### src/rtl/regfile_wr_arbiter_if.sv
// regfile_wr_arbiter_if: primary/secondary write requests and the register-file write port.
interface regfile_wr_arbiter_if;
    logic        P_Wr;
    logic [4:0]  P_RW;
    logic [31:0] P_W;
    logic        S_Valid;
    logic [4:0]  S_RW;
    logic [31:0] S_W;
    logic        S_Ready;
    logic        RegWr;
    logic [4:0]  RW;
    logic [31:0] BusW;
    logic [31:0] Pending;
    logic        Stall;
    logic        Err;
    modport master (
        output P_Wr, P_RW, P_W, S_Valid, S_RW, S_W,
        input  S_Ready, RegWr, RW, BusW, Pending, Stall, Err
    );
    modport slave (
        input  P_Wr, P_RW, P_W, S_Valid, S_RW, S_W,
        output S_Ready, RegWr, RW, BusW, Pending, Stall, Err
    );
endinterface

### src/rtl/regfile_wr_arbiter.sv
// regfile_wr_arbiter: shares the register-file write port between a priority
// writeback stage and a queued valid/ready secondary, with hazard/starvation flags.
module regfile_wr_arbiter #(
    parameter int DEPTH     = 2,
    parameter int AGE_LIMIT = 4
) (
    input logic                 Clk,
    input logic                 Rst,
    regfile_wr_arbiter_if.slave bus
);
    localparam int PW = $clog2(DEPTH);
    localparam int CW = PW + 1;

    logic [4:0]    fifo_rw_q [DEPTH];
    logic [4:0]    fifo_rw_d [DEPTH];
    logic [31:0]   fifo_w_q  [DEPTH];
    logic [31:0]   fifo_w_d  [DEPTH];
    logic [PW-1:0] wr_ptr_q, wr_ptr_d, rd_ptr_q, rd_ptr_d, off;
    logic [CW-1:0] count_q, count_d;
    logic [3:0]    age_q, age_d;
    logic          regwr_q, regwr_d, stall_q, stall_d, err_q, err_d;
    logic [4:0]    rw_q, rw_d;
    logic [31:0]   busw_q, busw_d, pending;
    logic          p_go, full, push, pop;

    always_comb begin
        p_go = bus.P_Wr && (bus.P_RW != 5'd0);
        full = count_q == CW'(DEPTH);
        push = bus.S_Valid && !full && (bus.S_RW != 5'd0);
        pop  = !p_go && (count_q != '0);
        pending = '0;
        off = '0;
        // an entry is live when its distance from the head is below the count
        for (int i = 0; i < DEPTH; i++) begin
            off = PW'(i) - rd_ptr_q;
            if (CW'(off) < count_q) pending[fifo_rw_q[i]] = 1'b1;
        end
        fifo_rw_d = fifo_rw_q;
        fifo_w_d  = fifo_w_q;
        if (push) begin
            fifo_rw_d[wr_ptr_q] = bus.S_RW;
            fifo_w_d[wr_ptr_q]  = bus.S_W;
        end
        wr_ptr_d = wr_ptr_q + PW'(push);
        rd_ptr_d = rd_ptr_q + PW'(pop);
        count_d  = count_q + CW'(push) - CW'(pop);
        regwr_d  = p_go || pop;
        rw_d     = p_go ? bus.P_RW : pop ? fifo_rw_q[rd_ptr_q] : rw_q;
        busw_d   = p_go ? bus.P_W : pop ? fifo_w_q[rd_ptr_q] : busw_q;
        age_d    = (pop || count_d == '0) ? 4'd0 : (age_q == 4'd15) ? age_q : age_q + 4'd1;
        stall_d  = age_q >= 4'(AGE_LIMIT);
        err_d    = err_q || (p_go && pending[bus.P_RW]);
    end

    always_ff @(posedge Clk or negedge Rst) begin
        if (!Rst) begin
            for (int i = 0; i < DEPTH; i++) begin
                fifo_rw_q[i] <= '0;
                fifo_w_q[i]  <= '0;
            end
            wr_ptr_q <= '0;
            rd_ptr_q <= '0;
            count_q  <= '0;
            age_q    <= '0;
            regwr_q  <= 1'b0;
            rw_q     <= '0;
            busw_q   <= '0;
            stall_q  <= 1'b0;
            err_q    <= 1'b0;
        end else begin
            fifo_rw_q <= fifo_rw_d;
            fifo_w_q  <= fifo_w_d;
            wr_ptr_q  <= wr_ptr_d;
            rd_ptr_q  <= rd_ptr_d;
            count_q   <= count_d;
            age_q     <= age_d;
            regwr_q   <= regwr_d;
            rw_q      <= rw_d;
            busw_q    <= busw_d;
            stall_q   <= stall_d;
            err_q     <= err_d;
        end
    end

    assign bus.S_Ready = !full;
    assign bus.RegWr   = regwr_q;
    assign bus.RW      = rw_q;
    assign bus.BusW    = busw_q;
    assign bus.Pending = pending;
    assign bus.Stall   = stall_q;
    assign bus.Err     = err_q;
endmodule

### src/flat_wrapper.sv
// flat-port wrapper written by rule: the top's interface ports become plain ports
module regfile_wr_arbiter_flat 
#(
    parameter int DEPTH     = 2,
    parameter int AGE_LIMIT = 4
)
  (Clk, Rst, bus_P_Wr, bus_P_RW, bus_P_W, bus_S_Valid, bus_S_RW, bus_S_W, bus_S_Ready, bus_RegWr, bus_RW, bus_BusW, bus_Pending, bus_Stall, bus_Err);
  regfile_wr_arbiter_if bus_i ();
  input logic Clk;
  input logic Rst;
  input wire logic [$bits(bus_i.P_Wr)-1:0] bus_P_Wr;
  input wire logic [$bits(bus_i.P_RW)-1:0] bus_P_RW;
  input wire logic [$bits(bus_i.P_W)-1:0] bus_P_W;
  input wire logic [$bits(bus_i.S_Valid)-1:0] bus_S_Valid;
  input wire logic [$bits(bus_i.S_RW)-1:0] bus_S_RW;
  input wire logic [$bits(bus_i.S_W)-1:0] bus_S_W;
  output wire logic [$bits(bus_i.S_Ready)-1:0] bus_S_Ready;
  output wire logic [$bits(bus_i.RegWr)-1:0] bus_RegWr;
  output wire logic [$bits(bus_i.RW)-1:0] bus_RW;
  output wire logic [$bits(bus_i.BusW)-1:0] bus_BusW;
  output wire logic [$bits(bus_i.Pending)-1:0] bus_Pending;
  output wire logic [$bits(bus_i.Stall)-1:0] bus_Stall;
  output wire logic [$bits(bus_i.Err)-1:0] bus_Err;
  assign bus_i.P_Wr = bus_P_Wr;
  assign bus_i.P_RW = bus_P_RW;
  assign bus_i.P_W = bus_P_W;
  assign bus_i.S_Valid = bus_S_Valid;
  assign bus_i.S_RW = bus_S_RW;
  assign bus_i.S_W = bus_S_W;
  assign bus_S_Ready = bus_i.S_Ready;
  assign bus_RegWr = bus_i.RegWr;
  assign bus_RW = bus_i.RW;
  assign bus_BusW = bus_i.BusW;
  assign bus_Pending = bus_i.Pending;
  assign bus_Stall = bus_i.Stall;
  assign bus_Err = bus_i.Err;
  regfile_wr_arbiter #(.DEPTH(DEPTH), .AGE_LIMIT(AGE_LIMIT)) u_core (.Clk(Clk), .Rst(Rst), .bus(bus_i));
endmodule
### config.mk
export PLATFORM = sky130hd
export DESIGN_NAME = regfile_wr_arbiter_flat
export DESIGN_NICKNAME = d
export VERILOG_FILES = /design/src/rtl/regfile_wr_arbiter_if.sv /design/src/rtl/regfile_wr_arbiter.sv /design/src/flat_wrapper.sv
export SDC_FILE = /design/constraint.sdc
export NUM_CORES = 1
export LEC_CHECK = 0
export BUFFER_PORTS_ARGS = -buffer_cell sky130_fd_sc_hd__buf_2
export CORE_ASPECT_RATIO = 1.2
export CORE_UTILIZATION = 44
export DETAILED_ROUTE_END_ITERATION = 10
export PLACE_DENSITY = 0.77
export SKIP_CTS_REPAIR_TIMING = 1
export SLEW_MARGIN = 20
export SYNTH_ARGS = -nofsm -noshare
export SYNTH_HDL_FRONTEND = slang
export SYNTH_SLANG_ARGS = --single-unit
### constraint.sdc
create_clock -name Clk -period 3.4 [get_ports Clk]
set_clock_uncertainty 0.2 [all_clocks]
set_input_delay 0.17 -clock Clk [delete_from_list [all_inputs] [get_ports Clk]]
set_output_delay 0.17 -clock Clk [all_outputs]
set_load 0.1 [all_outputs]
==> reports/metrics.yaml <==
cells_and_area:
  syn_to_final_growth_pct: 41.5
  layout_common_cells: "149 x buf_2, 121 x dfrtp_1, 77 x dlygate4sd3_1, 76 x mux2_2, 50 x nor2_1"
  fin_util_pct: 64.1
  final_common_cell: "buf_2"
  drive_gt1_share_pct: 40.6
  finalNetCount: 844
floorplanning:
  initial_core_util_pct: 45.3
  rows: 46
  io-pin-count: 151
  dieArea_um2: 14100
  dieHeight_um: 130
  core-area_um2: 13200
  fp.dieW_um: 109
drt:
  vias_per_cell: 5.54
  drt_iter0_drc: 446
  routed_wl_um: 17700
  final_antenna_net_count: 0
  avgRoutedWirePerCell_um: 18.8
  num_vias: 5220
  drc_errors: 0
  firstDrtPassIters: 5
timing:
  slew_viol_final: 0
  setup_tns_ps: 0
  relSlewSlack_pct: 48.3
  min_period_ps: 2840
  hold_viol_final: 1
  grt_setup_unrepaired: "false"
  final-setup-viol-count: 0
  max_freq_ghz: 0.352
  hold-worst-slack_ps: -9.20
  finalCritPeriodShare_pct: 83.7
  worst_pin_slew_ps: 775
  setup_slack_ps: 556
synth:
  syn_avg_cell_area_um2: 10.9
  ys_warn_count: 0
  synth-seq-area-share_pct: 50.9
  synthArstFlopShare_pct: 100
  synth_nets: 631
  synth_top_flop_cell: "dfrtp_1"
  netlist_area_um2: 5990
  synth-seq-cells: 122
  yosys-mux-area-fraction_pct: 23.0
  synth-simple-area-share_pct: 9.75
  synth_cells: 548
  synth_top_family_by_area: "multiplexers"
  synth_xor_area_share_pct: 0.585
  synthAdderAreaFrac_pct: 1.04
  ys_types: 37
  synth-compound-area-share_pct: 11.8
  synth-edff-count: 0
clock_tree:
  htreeDepth: 4
  numCtsBuffers: 17
  clk_pin_slew_worst_paths_ps: 60
  cts_tree: "done"
  clkSinkCount: 122
  clk_latency_ps: 410
  cts_buffer_depth: 2
  clockRootBuffer: "clkbuf_16"
global_route:
  grt-ovfl-total: 0
  first_global_vias: 5147
  grt_first_pass_wirelength_um: 25500
  antenna_found_initial: 1
  grt_usage_pct: 23.4
  grt_max_degree: 77
power:
  power_leakage_nw: 3.85
  peakVddDrop_uv: 631
  powerDensity_nw_per_um2: 1170
run_status:
  status: "complete, but fails checks"
  violations: "negative hold slack"
worst_setup_path:
  slowest_delay_ps: 540
  worstReg2RegStart: "u_core.rd_ptr_q$_DFF_PN0_"
  crit_path_start_kind: "primary input"
  critPathRequiredTime_ps: 3520
  worst_path_max_delay_cell: "dlygate4sd3_1"
  cp-startpoint: "bus_P_RW[2]"
  cp_top_family: "buffers and inverters"
  crit_type: "in2reg"
  cp_cell_sequence: "dlygate4sd3_1 > buf_2 > or3_1 > o31a_2 > nor2_1 > ha_1 > inv_1 > ha_1 > xnor2_1 > xnor2_1 > o22ai_1 > nor3_1"
  critPathArrivalTime_ps: 2960
  path_buf_inv: 3
  cp-end-kind: "register"
  cp_max_fo: 7
placed_design:
  io_buffers: 150
  dp_hpwl_um: 10900
  preCtsSetupSlack_ps: 628
  gp_congestion: 0.927
flow_run:
  drv_cap: 0
min_path:
  hp-class: "in2reg"
  hp-start: "bus_P_RW[1]"
## stage by stage
stage	total power [W]	cells	area (µm²)
floorplan	0.00686	548	6180
global placement	0.00773	833	7090
detailed placement	0.00787	833	7090
CTS	0.00979	865	7710
finish	0.00989	943	8480
global route	0.0104	943	8480
## Yosys cell counts (all sizes together), types with 6 or more instances
master / count / share of area [%]
mux2i: 39 / 6.5
o21ai: 41 / 3.6
dfrtp: 122 / 51
mux4: 6 / 2.3
clkbuf: 31 / 1.9
nor2: 51 / 3.2
nand3b: 8 / 1.1
nand2: 45 / 2.8
nand3: 6 / 0.58
buf: 8 / 0.56
mux2: 76 / 14
o22ai: 33 / 3.4
a21oi: 40 / 3.3
## report_power, final
group | switching, W | internal, W
combinational | 0.00377 | 0.00153
sequential | 0.000552 | 0.00214
clock | 0.000661 | 0.00124
## logic make-up after synthesis
| family | after synthesis |
|---|---|
| adder cells (fa/ha/maj) | 5 |
| multiplexers | 121 |
| AND/OR/NAND/NOR | 129 |
| flip-flops | 122 |
| buffers and inverters | 44 |
| XOR/XNOR | 4 |
| AO/OA/AOI/OAI | 123 |
## metal layers
| layer | up-vias | wire, µm | GRT usage, % |
|---|---|---|---|
| li1 | 2389 | - | - |
| met1 | 2604 | 7040 | 27.3 |
| met2 | 190 | 9430 | 42.5 |
| met3 | 37 | 784 | 3.80 |
| met4 | 0 | 449 | 9.62 |
| met5 | - | 0 | 0 |
## path summary, 6_finish.rpt
path / cells past startpoint / slack, ps / end
setup / recovery: 12 / 560 / u_core.age_q[2]$_DFFE_PN0P_
min in group asynchronous: 2 / 180 / u_core.fifo_w_q[13]$_DFFE_PN0P_
hold / removal: 3 / -9 / u_core.bus.RW[1]$_DFFE_PN0P_
setup reg to reg: 7 / 600 / u_core.bus.Err$_DFF_PN0_
hold reg to reg: 1 / 310 / u_core.fifo_w_q[43]$_DFFE_PN0P_
max in group asynchronous: 3 / 2000 / u_core.bus.BusW[8]$_DFFE_PN0P_
## sequential cells by signal, summed over array words and instances, names as in the netlist
register,count
u_core.age_q,4
u_core.bus.Stall,1
u_core.bus.Err,1
u_core.bus.BusW,32
u_core.bus.RW,5
u_core.fifo_rw_q,10
u_core.bus.RegWr,1
u_core.rd_ptr_q,1
u_core.count_q,2
u_core.wr_ptr_q,1
u_core.fifo_w_q,64
## cell type report
| cell class | instances | area (µm²) |
|---|---|---|
| fill | 1018 | 4750 |
| inverter | 5 | 18.8 |
| multi-input combinational | 382 | 2970 |
| tap | 168 | 210 |
| clock buffer | 19 | 443 |
| timing repair buffer | 233 | 1610 |
| sequential | 122 | 3050 |
| antenna | 1 | 2.50 |
| clock inverter | 13 | 175 |
## worst reg2reg max path, cell delays in order, from the launching register on
cell	delay [ps]
dfrtp_2	560
nor2b_1	200
o21ai_2	490
o22ai_2	190
mux2_2	280
or3b_2	450
a21oi_1	150
o2111ai_1	140
(Power assumes the default switching activity.)
